## config.mk

```make
export PLATFORM = sky130hd
export DESIGN_NAME = fuzzy_rule_sequencer
export DESIGN_NICKNAME = d
export VERILOG_FILES = /design/src/rtl/fuzzy_rule_sequencer.sv
export SDC_FILE = /design/constraint.sdc
export NUM_CORES = 1
export LEC_CHECK = 0
export CAP_MARGIN = 10
export CORE_UTILIZATION = 45
export DETAILED_ROUTE_END_ITERATION = 12
export PLACE_DENSITY = 0.85
export RECOVER_POWER = 25
export SETUP_SLACK_MARGIN = 0.1
export SYNTH_ARGS = -nofsm -noshare
export SYNTH_HDL_FRONTEND = slang
export SYNTH_SLANG_ARGS = --single-unit
```

## constraint.sdc

```tcl
create_clock -name clk -period 3.35 [get_ports clk]
set_input_delay 0.67 -clock clk [delete_from_list [all_inputs] [get_ports clk]]
set_output_delay 0.67 -clock clk [all_outputs]
set_load 0.01 [all_outputs]
```

## src/rtl/fuzzy_rule_sequencer.sv

```systemverilog
// fuzzy_rule_sequencer: walks the 3x3 fuzzy rule base once per start and drives the rule unit's selects and strobes. FUZZY_SEQ_PROG_TABLE_EN adds a writable rule table.
module fuzzy_rule_sequencer #(
    parameter logic [17:0] RULE_TABLE = 18'h29910,
    parameter int          N_RULES    = 9
) (
    input  logic       clk,
    input  logic       rst,
    input  logic       start,
`ifdef FUZZY_SEQ_PROG_TABLE_EN
    input  logic       tbl_we,
    input  logic [3:0] tbl_addr,
    input  logic [1:0] tbl_data,
`endif
    output logic [1:0] sel_1,
    output logic [1:0] sel_2,
    output logic [3:0] Pos_men,
    output logic [1:0] Mux_8Canais,
    output logic       clr_saida,
    output logic [3:0] rule_idx,
    output logic       busy,
    output logic       done
);
    typedef enum logic [1:0] {IDLE, CLEAR, RUN, DONE} state_t;
    localparam logic [3:0] LAST = 4'(N_RULES - 1);
    state_t     state, nstate;
    logic [3:0] k, nk;
    logic [1:0] c;
    logic       run;
    logic [17:0] tbl;
`ifdef FUZZY_SEQ_PROG_TABLE_EN
    // table edits land only while no pass is using the table
    always_ff @(posedge clk) begin
        if (rst) tbl <= RULE_TABLE;
        else if (tbl_we && tbl_addr <= 4'd8 && (state == IDLE || state == DONE)) tbl[{tbl_addr, 1'b0} +: 2] <= tbl_data;
    end
`else
    assign tbl = RULE_TABLE;
`endif
    // next state and rule counter
    always_comb begin
        nstate = state;
        nk = k;
        case (state)
            IDLE:  nstate = start ? CLEAR : IDLE;
            CLEAR: begin
                nstate = RUN;
                nk = 4'd0;
            end
            RUN: begin
                nstate = (k == LAST) ? DONE : RUN;
                nk = (k == LAST) ? 4'd0 : k + 4'd1;
            end
            default: nstate = IDLE;
        endcase
        run = (nstate == RUN);
        c = tbl[{nk, 1'b0} +: 2];
    end
    // outputs are flops decoded from the upcoming state so they line up with it
    always_ff @(posedge clk) begin
        if (rst) begin
            state       <= IDLE;
            k           <= 4'd0;
            sel_1       <= 2'd0;
            sel_2       <= 2'd0;
            Pos_men     <= 4'd0;
            Mux_8Canais <= 2'd0;
            clr_saida   <= 1'b0;
            rule_idx    <= 4'd0;
            busy        <= 1'b0;
            done        <= 1'b0;
        end else begin
            state       <= nstate;
            k           <= nk;
            sel_1       <= run ? 2'(nk % 4'd3) : 2'd0;
            sel_2       <= run ? 2'(nk / 4'd3) : 2'd0;
            Pos_men     <= (run && c != 2'd3) ? 4'b0001 << c : 4'd0;
            Mux_8Canais <= run ? c : 2'd0;
            clr_saida   <= nstate == CLEAR;
            rule_idx    <= run ? nk : 4'd0;
            busy        <= nstate == CLEAR || run;
            done        <= nstate == DONE;
        end
    end
endmodule

```

==> flow_summary.yaml <==
drt:
  ant_nets: 0
  avgViaCountPerCell: 5.65
  wl_um: 2880
  first_pass_iters: 4
  drtIter0Drc: 69
  vias: 1005
  drt-wirelength-per-cell_um: 16.2
  route.detailed.drc: 0
job:
  drv_cap: 0
synth:
  ys.warnings.count: 0
  ys.flop_type: "dfxtp_1"
  yosysUniqueCellTypes: 36
  yosysTopAreaCellShare_pct: 42.5
  ys_top_cells_by_area: "dfxtp_1 (42%), ha_1 (13%), inv_1 (4.8%)"
  syn_avg_cell_area_um2: 9.11
  synthArstFlopShare_pct: 0
  synth-edff-count: 0
  syn_area_um2: 1080
  ys_seq_area_share_pct: 42.5
  ys_seq_elements: 23
  synth_top_area_cell: "dfxtp_1"
  postSynthCellCount: 119
  synth_nets: 133
setup_path:
  end_kind: "flip-flop"
  r2r_cells: 17
  path_cells: "inv_2 > ha_4 > inv_1 > o21ai_1 > and2_4 > nor2_4 > ha_2 > inv_1 > ha_2 > mux2i_2 > ha_2 > inv_1 > nand2_1 > a21oi_2 > mux2i_2 > nand2_1 > mux2i_1"
  r2r-start: "state[0]"
  cp_slowest_cell: "o21ai_1"
  r2r_slack_ns: 0.08
  crit_required_ns: 3.57
  r2r_end: "sel_1[0]"
  cp.arrival_ns: 3.49
  crit_type: "reg2reg"
  worstPathMaxFanout: 6
  slowest_delay_ns: 0.37
  crit_family: "adder cells"
  startpoint_type: "flip-flop"
  cp_num_buf_inv: 4
die:
  die_area_um2: 2610
  fp.dieH_um: 51.1
  ioPinCount: 20
  initial_core_util_pct: 48.5
  rows: 17
  core_um2: 2230
  dieWidth_um: 51.1
cells_and_area:
  drive_above_1_share_pct: 24.0
  design_area_um2: 1500
  num_antenna_cells: 0
  area_growth_pct: 38.1
  final_cell_mix: "dfxtp_1 (21), clkdlybuf4s50_1 (18), inv_1 (13)"
  final_core_util_pct: 67.0
  n_fill_cell: 164
  final_common_cell: "dfxtp_1"
  layoutNonFillerInstCount: 178
  nNetsFinal: 165
clock_network:
  cts_hold_buf: 0
  cts_tree: "built"
  clk_latency_ns: 0.32
  cts_sinks: 23
  cts_max_level: 1
  cts-root-buf: "clkbuf_4"
  clockBufferDepth: 2
  clkTransAtPathRegs_ns: 0.12
  cts_buffers: 3
timing:
  fin_skew_ns: 0.00370
  maxSlewViolCount: 0
  finalSetupViolations: 0
  fmax_ghz: 0.306
  hold_viol_final: 0
  holdWs_ns: 0.753
  period_needed_ns: 3.27
  post-route-period-util_pct: 97.7
  rsz0062_at_grt: "no"
  setup_tns_ns: 0
  worst_slack_ns: 0.0775
grt:
  use_met3_pct: 5.06
  grt_pass1_wl_um: 3800
  grt_util_all_layers_pct: 20.0
  busiest_layer: "met2"
  grt_util_met2_pct: 30.9
  overflow: 0
  use_met1_pct: 23.3
  grt_pass1_vias: 865
  grt_max_degree: 14
  antenna_found_initial: 0
worst_hold_path:
  min-delay-start: "k[3]"
  hold_end: "k[3]"
  whs_path_depth: 2
  hold_class: "reg2reg"
pwr:
  p_per_area_nw_per_um2: 334
  ir_drop_uv: 247
  p_leak_nw: 0.622
  total_power_mw: 0.500
placed_design:
  place_area_um2: 1330
  dp.cells: 166
  pre_cts_ws_ns: -0.107
  gp_congestion: 0.932
  port_buffers: 19
  dp_hpwl_um: 1680
status:
  status: "finished clean"
[cells by family after synthesis]
kind of cell	synth area share, %
simple gates	18.5
flops	42.5
compound gates	15.9
buf+inv	7.27
fa+ha+maj	12.7
mux	2.77
other cells	0.346
[layout make-up]
cell class                      count  area [µm²]  area share [%]
Clock buffer                        3        22.5            1.51
Clock inverter                      1        5.00           0.334
Tap cell                           28        35.0            2.34
Sequential cell                    23         465            31.1
Inverter                           14        52.6            3.51
Multi-Input combinational cell     78         636            42.5
Timing Repair Buffer               31         280            18.7
[metal layers]
| layer | wire, µm | share of wire (%) | vias up |
|---|---|---|---|
| met4 | 156 | 5.4 | 0 |
| met2 | 1360 | 47 | 67 |
| met3 | 202 | 7.0 | 19 |
| li1 | - | - | 458 |
| met5 | 0 | 0 | - |
| met1 | 1160 | 40 | 461 |
[repair_timing]
action | 4_1_cts | 5_1_grt
gates resized for setup | 8 | 14
setup endpoints to repair | 3 | 3
pin swaps | 2 | 7
setup buffers | 3 | 5
gates cloned | 0 | 0
[cell usage after synthesis, drive strengths merged (3+ instances only)]
library cell,instances
nor2,12
buf,3
nor2b,4
nand3,3
nand2,13
mux2i,3
dfxtp,23
ha,11
inv,14
a21oi,5
o21ai,4
[worst min-delay path, stage by stage (launching register included)]
cell	delay (ns)
dfxtp_1	0.46
a32oi_1	0.16
nor2_1	0.10
[power breakdown]
group          switching [mW]  total, mW  internal (mW)
Combinational          0.0460     0.0859         0.0399
Clock                  0.0837      0.128         0.0447
Sequential            0.00389      0.286          0.282
Total                   0.134      0.500          0.367
[state kept, by name, summed over array words and instances, names as in the netlist]
| signal | cells |
|---|---|
| Mux_8Canais | 2 |
| Pos_men | 4 |
| busy | 1 |
| clr_saida | 1 |
| done | 1 |
| k | 4 |
| rule_idx | 4 |
| sel_1 | 2 |
| sel_2 | 2 |
| state | 2 |
[worst max-delay path by stage]
stage | startpoint | end | slack (ns) | cells past startpoint
after floorplan | k[0] | sel_1[1] | 0.14 | 15
after global placement | k[0] | sel_1[1] | 0.14 | 14
after detailed placement | state[0] | sel_1[1] | -0.11 | 15
after CTS | state[0] | sel_1[1] | 0.13 | 15
after global routing | state[0] | sel_1[0] | 0.03 | 17
final | state[0] | sel_1[0] | 0.08 | 17
No activity file was read; power rests on OpenSTA's default activity.
==> RTL change 1: new RTL, same settings <==
Re-encode `state_t` (4 states) as Gray code, 2 bits wide.
--- a/src/rtl/fuzzy_rule_sequencer.sv
+++ b/src/rtl/fuzzy_rule_sequencer.sv
@@ -20,7 +20,7 @@
     output logic       busy,
     output logic       done
 );
-    typedef enum logic [1:0] {IDLE, CLEAR, RUN, DONE} state_t;
+    typedef enum logic [1:0] {IDLE = 2'b00, CLEAR = 2'b01, RUN = 2'b11, DONE = 2'b10} state_t;
     localparam logic [3:0] LAST = 4'(N_RULES - 1);
     state_t     state, nstate;
     logic [3:0] k, nk;
Function: no difference found for any inputs over 10 cycles, from zero or initial values and one cycle with rst high; not proved beyond that.
==> RTL change 1 against the unedited design <==
  * Area after synthesis is 2.0% lower
  * Cell area is 4.2% lower
  * First-iteration DRC count is 61% lower
  * Worst hold slack worse by 0.24 ns
  * Wire length is 12% lower
  * Non-clock buffer count is 6 lower
  * Clock skew hardly changed
  * Sequential cell count is 1 lower
  * Via count is 8.5% lower
  * Setup slack better by 0.15 ns
  * Sequential share of layout area is 0.14 points higher
Power is not compared: it rests on default switching activity, and its combinational part moved more than twofold at a synthesized area within 25%.
==> RTL change 1: results (changes against the unedited design) <==
Status
  • Status: finished clean (unchanged)

Critical path
  • Critical path's slowest cell: dfxtp_4 (was o21ai_1)
  • Delay-heaviest family, CP: compound AO/OA/AOI/OAI gates (was adder cells)
  • WP data arrival: 3.38 ns (was 3.49 ns)
  • CP startpoint: k[0]$_SDFF_PP0_ (was state[0]$_SDFF_PP0_)
  • Crit-path max FO: 5 (was 6)
  • Slowest Stage Delay on Critical Path: 0.39 ns (was 0.37 ns)

Clock network
  • Cts repair resizes: 7 (was 8)
  • Skew-Pair Late Insertion Delay: 0.32 ns (about the same)
  • Post-CTS setup buffers: 2 (was 3)
  • CTS buffer count: 3 (unchanged)
  • Max clock buf depth: 2 (unchanged)

Global route
  • Gr usage total: 21.18% (was 19.99%)
  • First-pass GRT wire length: 3926 um (was 3795 um)
  • Number of global-route vias before repair: 851 (was 865)

Yosys
  • Synthesis Warnings: 0 (unchanged)
  • Synthesized net count: 122 (was 133)
  • Synth Area in Compound Gates: 18.96% (was 15.94%)
  • Mapped Avg Cell Area: 9.318 um^2 (was 9.105 um^2)
  • Netlist cell types: 43 (was 36)
  • Area contributors post-synth: dfxtp_1, ha_1, nor2_1 (was dfxtp_1, ha_1, inv_1)
  • Post-synthesis mux area share: 2.238% (was 2.771%)
  • Top cells by count, synth: dfxtp_1, nor2_1, nand2_1 (was dfxtp_1, inv_1, nand2_1, nor2_1, ha_1)
  • Post-synthesis sequential area ratio: 41.46% (was 42.49%)
  • Adder-Cell Fraction of Synth Area: 5.889% (was 12.70%)
  • Synth Area in XOR/XNOR: 3.298% (was 0%)

Drt
  • Avg WL per Cell: 15.15 um (was 16.17 um)
  • Vias: 920 (was 1,005)
  • Initial detailed-routing violation count: 27 (was 69)

Placed design
  • RD Place Congestion: 0.8801 (was 0.9321)
  • Placement Setup Slack: -0.04688 ns (was -0.1072 ns)
  • DP Cell Count: 160 (was 166)
  • Dpl hpwl: 1658 um (was 1682 um)
  • Post-DP Area: 1282 um^2 (was 1328 um^2)

Pwr
  • Sequential share of power: 52.5%
  • Combinational share of power: 7.5%
  • LEAKAGE: 0.5499 nW
  • Design Power: 514.7 uW

Timing
  • Max Clock Skew: 0.004011 ns (was 0.003699 ns)

Cells and area
  • Nets@finish: 148 (was 165)
  • Share of layout cells above drive strength 1: 26.62% (was 24.00%)
  • Fin cells: 167 (was 178)

Min path
  • Hold Startpoint: k[0]$_SDFF_PP0_ (was k[3]$_SDFF_PP0_)
-- RTL change 1: changes by cell type in the layout (fill, tap and decap cells not counted), moves of 4 or more --
cell    unedited run  this run
inv_1             13         5
nor2_1            11        15
ha_1               6         1
buf_4             12         6
-- RTL change 1: area by class of cell --
class	instances	area, um^2
inverter	7	26.28
multi-input combinational	81	636.9
fill	161	778.2
clock buffer	3	22.52
clock inverter	1	30.03
sequential	22	447.9
timing repair buffer	25	235.2
tap	28	35.03
-- RTL change 1: metal layers --
metal	track usage [%]	vias up	wire length (um)
met5	0	-	0
met4	13.43	0	88
met3	5.455	11	113
met2	34.00	35	1247
met1	24.86	437	1081
li1	-	437	-
-- RTL change 1: worst paths after layout --
check             cells past startpoint  slack (ns)                endpoint
setup / recovery                     16        0.23     sel_1[1]$_SDFF_PP0_
hold / removal                        1        0.51  rule_idx[0]$_SDFF_PP0_
setup reg to reg                     16        0.23     sel_1[1]$_SDFF_PP0_
hold reg to reg                       1        0.51  rule_idx[0]$_SDFF_PP0_
==> RTL change 2: new RTL, config.mk and constraints unchanged <==
Made on the original files. Add a define of `FUZZY_SEQ_PROG_TABLE_EN`.
--- a/src/rtl/fuzzy_rule_sequencer.sv
+++ b/src/rtl/fuzzy_rule_sequencer.sv
@@ -1,4 +1,6 @@
 // fuzzy_rule_sequencer: walks the 3x3 fuzzy rule base once per start and drives the rule unit's selects and strobes. FUZZY_SEQ_PROG_TABLE_EN adds a writable rule table.
+`define FUZZY_SEQ_PROG_TABLE_EN
+
 module fuzzy_rule_sequencer #(
     parameter logic [17:0] RULE_TABLE = 18'h29910,
     parameter int          N_RULES    = 9
Ports: changed (added tbl_addr, tbl_data and tbl_we); port bits go from 20 to 27. The function was not compared with the original's and may differ.
==> RTL change 2 against the unedited design <==
  * Total power grew 92%
  * Area after synthesis grew 82%
  * Via count grew 61%
  * Utilization shrank 8.4 points
  * Cell area grew 60%
  * Largest cell class unchanged
  * Setup slack gained 0.22 ns
  * Final cell count grew 69%
  * Critical endpoint unchanged
  * First-iteration DRC count grew 84%
  * Wire length grew 37%
  * Sequential cell count grew 18
  * Synthesized cell count grew 82%
  * Non-clock buffer count is the same
==> RTL change 2: results (changes against the unedited design) <==
Status
  • Status: finished clean (unchanged)

Global route
  • Met1 Use GR: 23.54% (was 23.29%)
  • First-pass GRT wire length: 6637 um (was 3795 um)
  • Gr usage total: 19.67% (was 19.99%)
  • Met2 GRT Util: 32.35% (was 30.92%)

Cells and area
  • Fin cells: 300 (was 178)
  • Multi-input logic area: 1066 um^2 (was 635.6 um^2)
  • # fillers: 366 (was 164)
  • Non-clk buf share: 12.28% (was 18.73%)
  • Register Area: 820.8 um^2 (was 465.4 um^2)
  • Share of layout cells above drive strength 1: 10.00% (was 24.00%)

Clock network
  • CTS sink cnt: 41 (was 23)
  • H-tree depth reported by CTS: 2 (was 1)
  • CTS buffer count: 5 (was 3)

Placed design
  • Dpl hpwl: 2784 um (was 1682 um)
  • # port buffers: 26 (was 19)
  • DP Cell Count: 293 (was 166)
  • RD Place Congestion: 0.8326 (was 0.9321)

Drt
  • Routed wl met2: 1909 um (was 1364 um)
  • Initial detailed-routing violation count: 127 (was 69)
  • Met1 WL: 1710 um (was 1155 um)
  • Avg WL per Cell: 13.15 um (was 16.17 um)

Pwr
  • Max IR drop VDD: 0.2122 mV (was 0.2472 mV)
  • Internal: 713.7 uW (was 366.9 uW)

Timing
  • Max Clock Skew: 0.004534 ns (was 0.003699 ns)

Yosys
  • Post-synthesis sequential area ratio: 41.68% (was 42.49%)
  • Top cells by count, synth: dfxtp_1, nor2_1, nand2_1 (was dfxtp_1, inv_1, nand2_1, nor2_1, ha_1)
-- RTL change 2: metrics by stage --
step                power (mW)  cell area, um^2  worst slack, ns  hold slack (ns)
floorplan               0.5882             1969           0.5184           0.4298
global placement        0.6320             2303           0.3782           0.4427
detailed placement      0.6345             2303           0.2793           0.4488
CTS                     0.9659             2394           0.2466           0.4594
global route            0.9973             2395           0.1023           0.4796
finish                  0.9602             2395           0.2965           0.4580
-- RTL change 2: path summary, 6_finish.rpt --
path	from	to	slack, ns	cells after the start
worst max register to register	state[1]$_SDFF_PP0_	sel_1[0]$_SDFF_PP0_	0.30	13
worst max-delay path	state[1]$_SDFF_PP0_	sel_1[0]$_SDFF_PP0_	0.30	13
worst min register to register	tbl[9]$_SDFFE_PP0P_	tbl[9]$_SDFFE_PP0P_	0.46	2
worst min-delay path	tbl[9]$_SDFFE_PP0P_	tbl[9]$_SDFFE_PP0P_	0.46	2
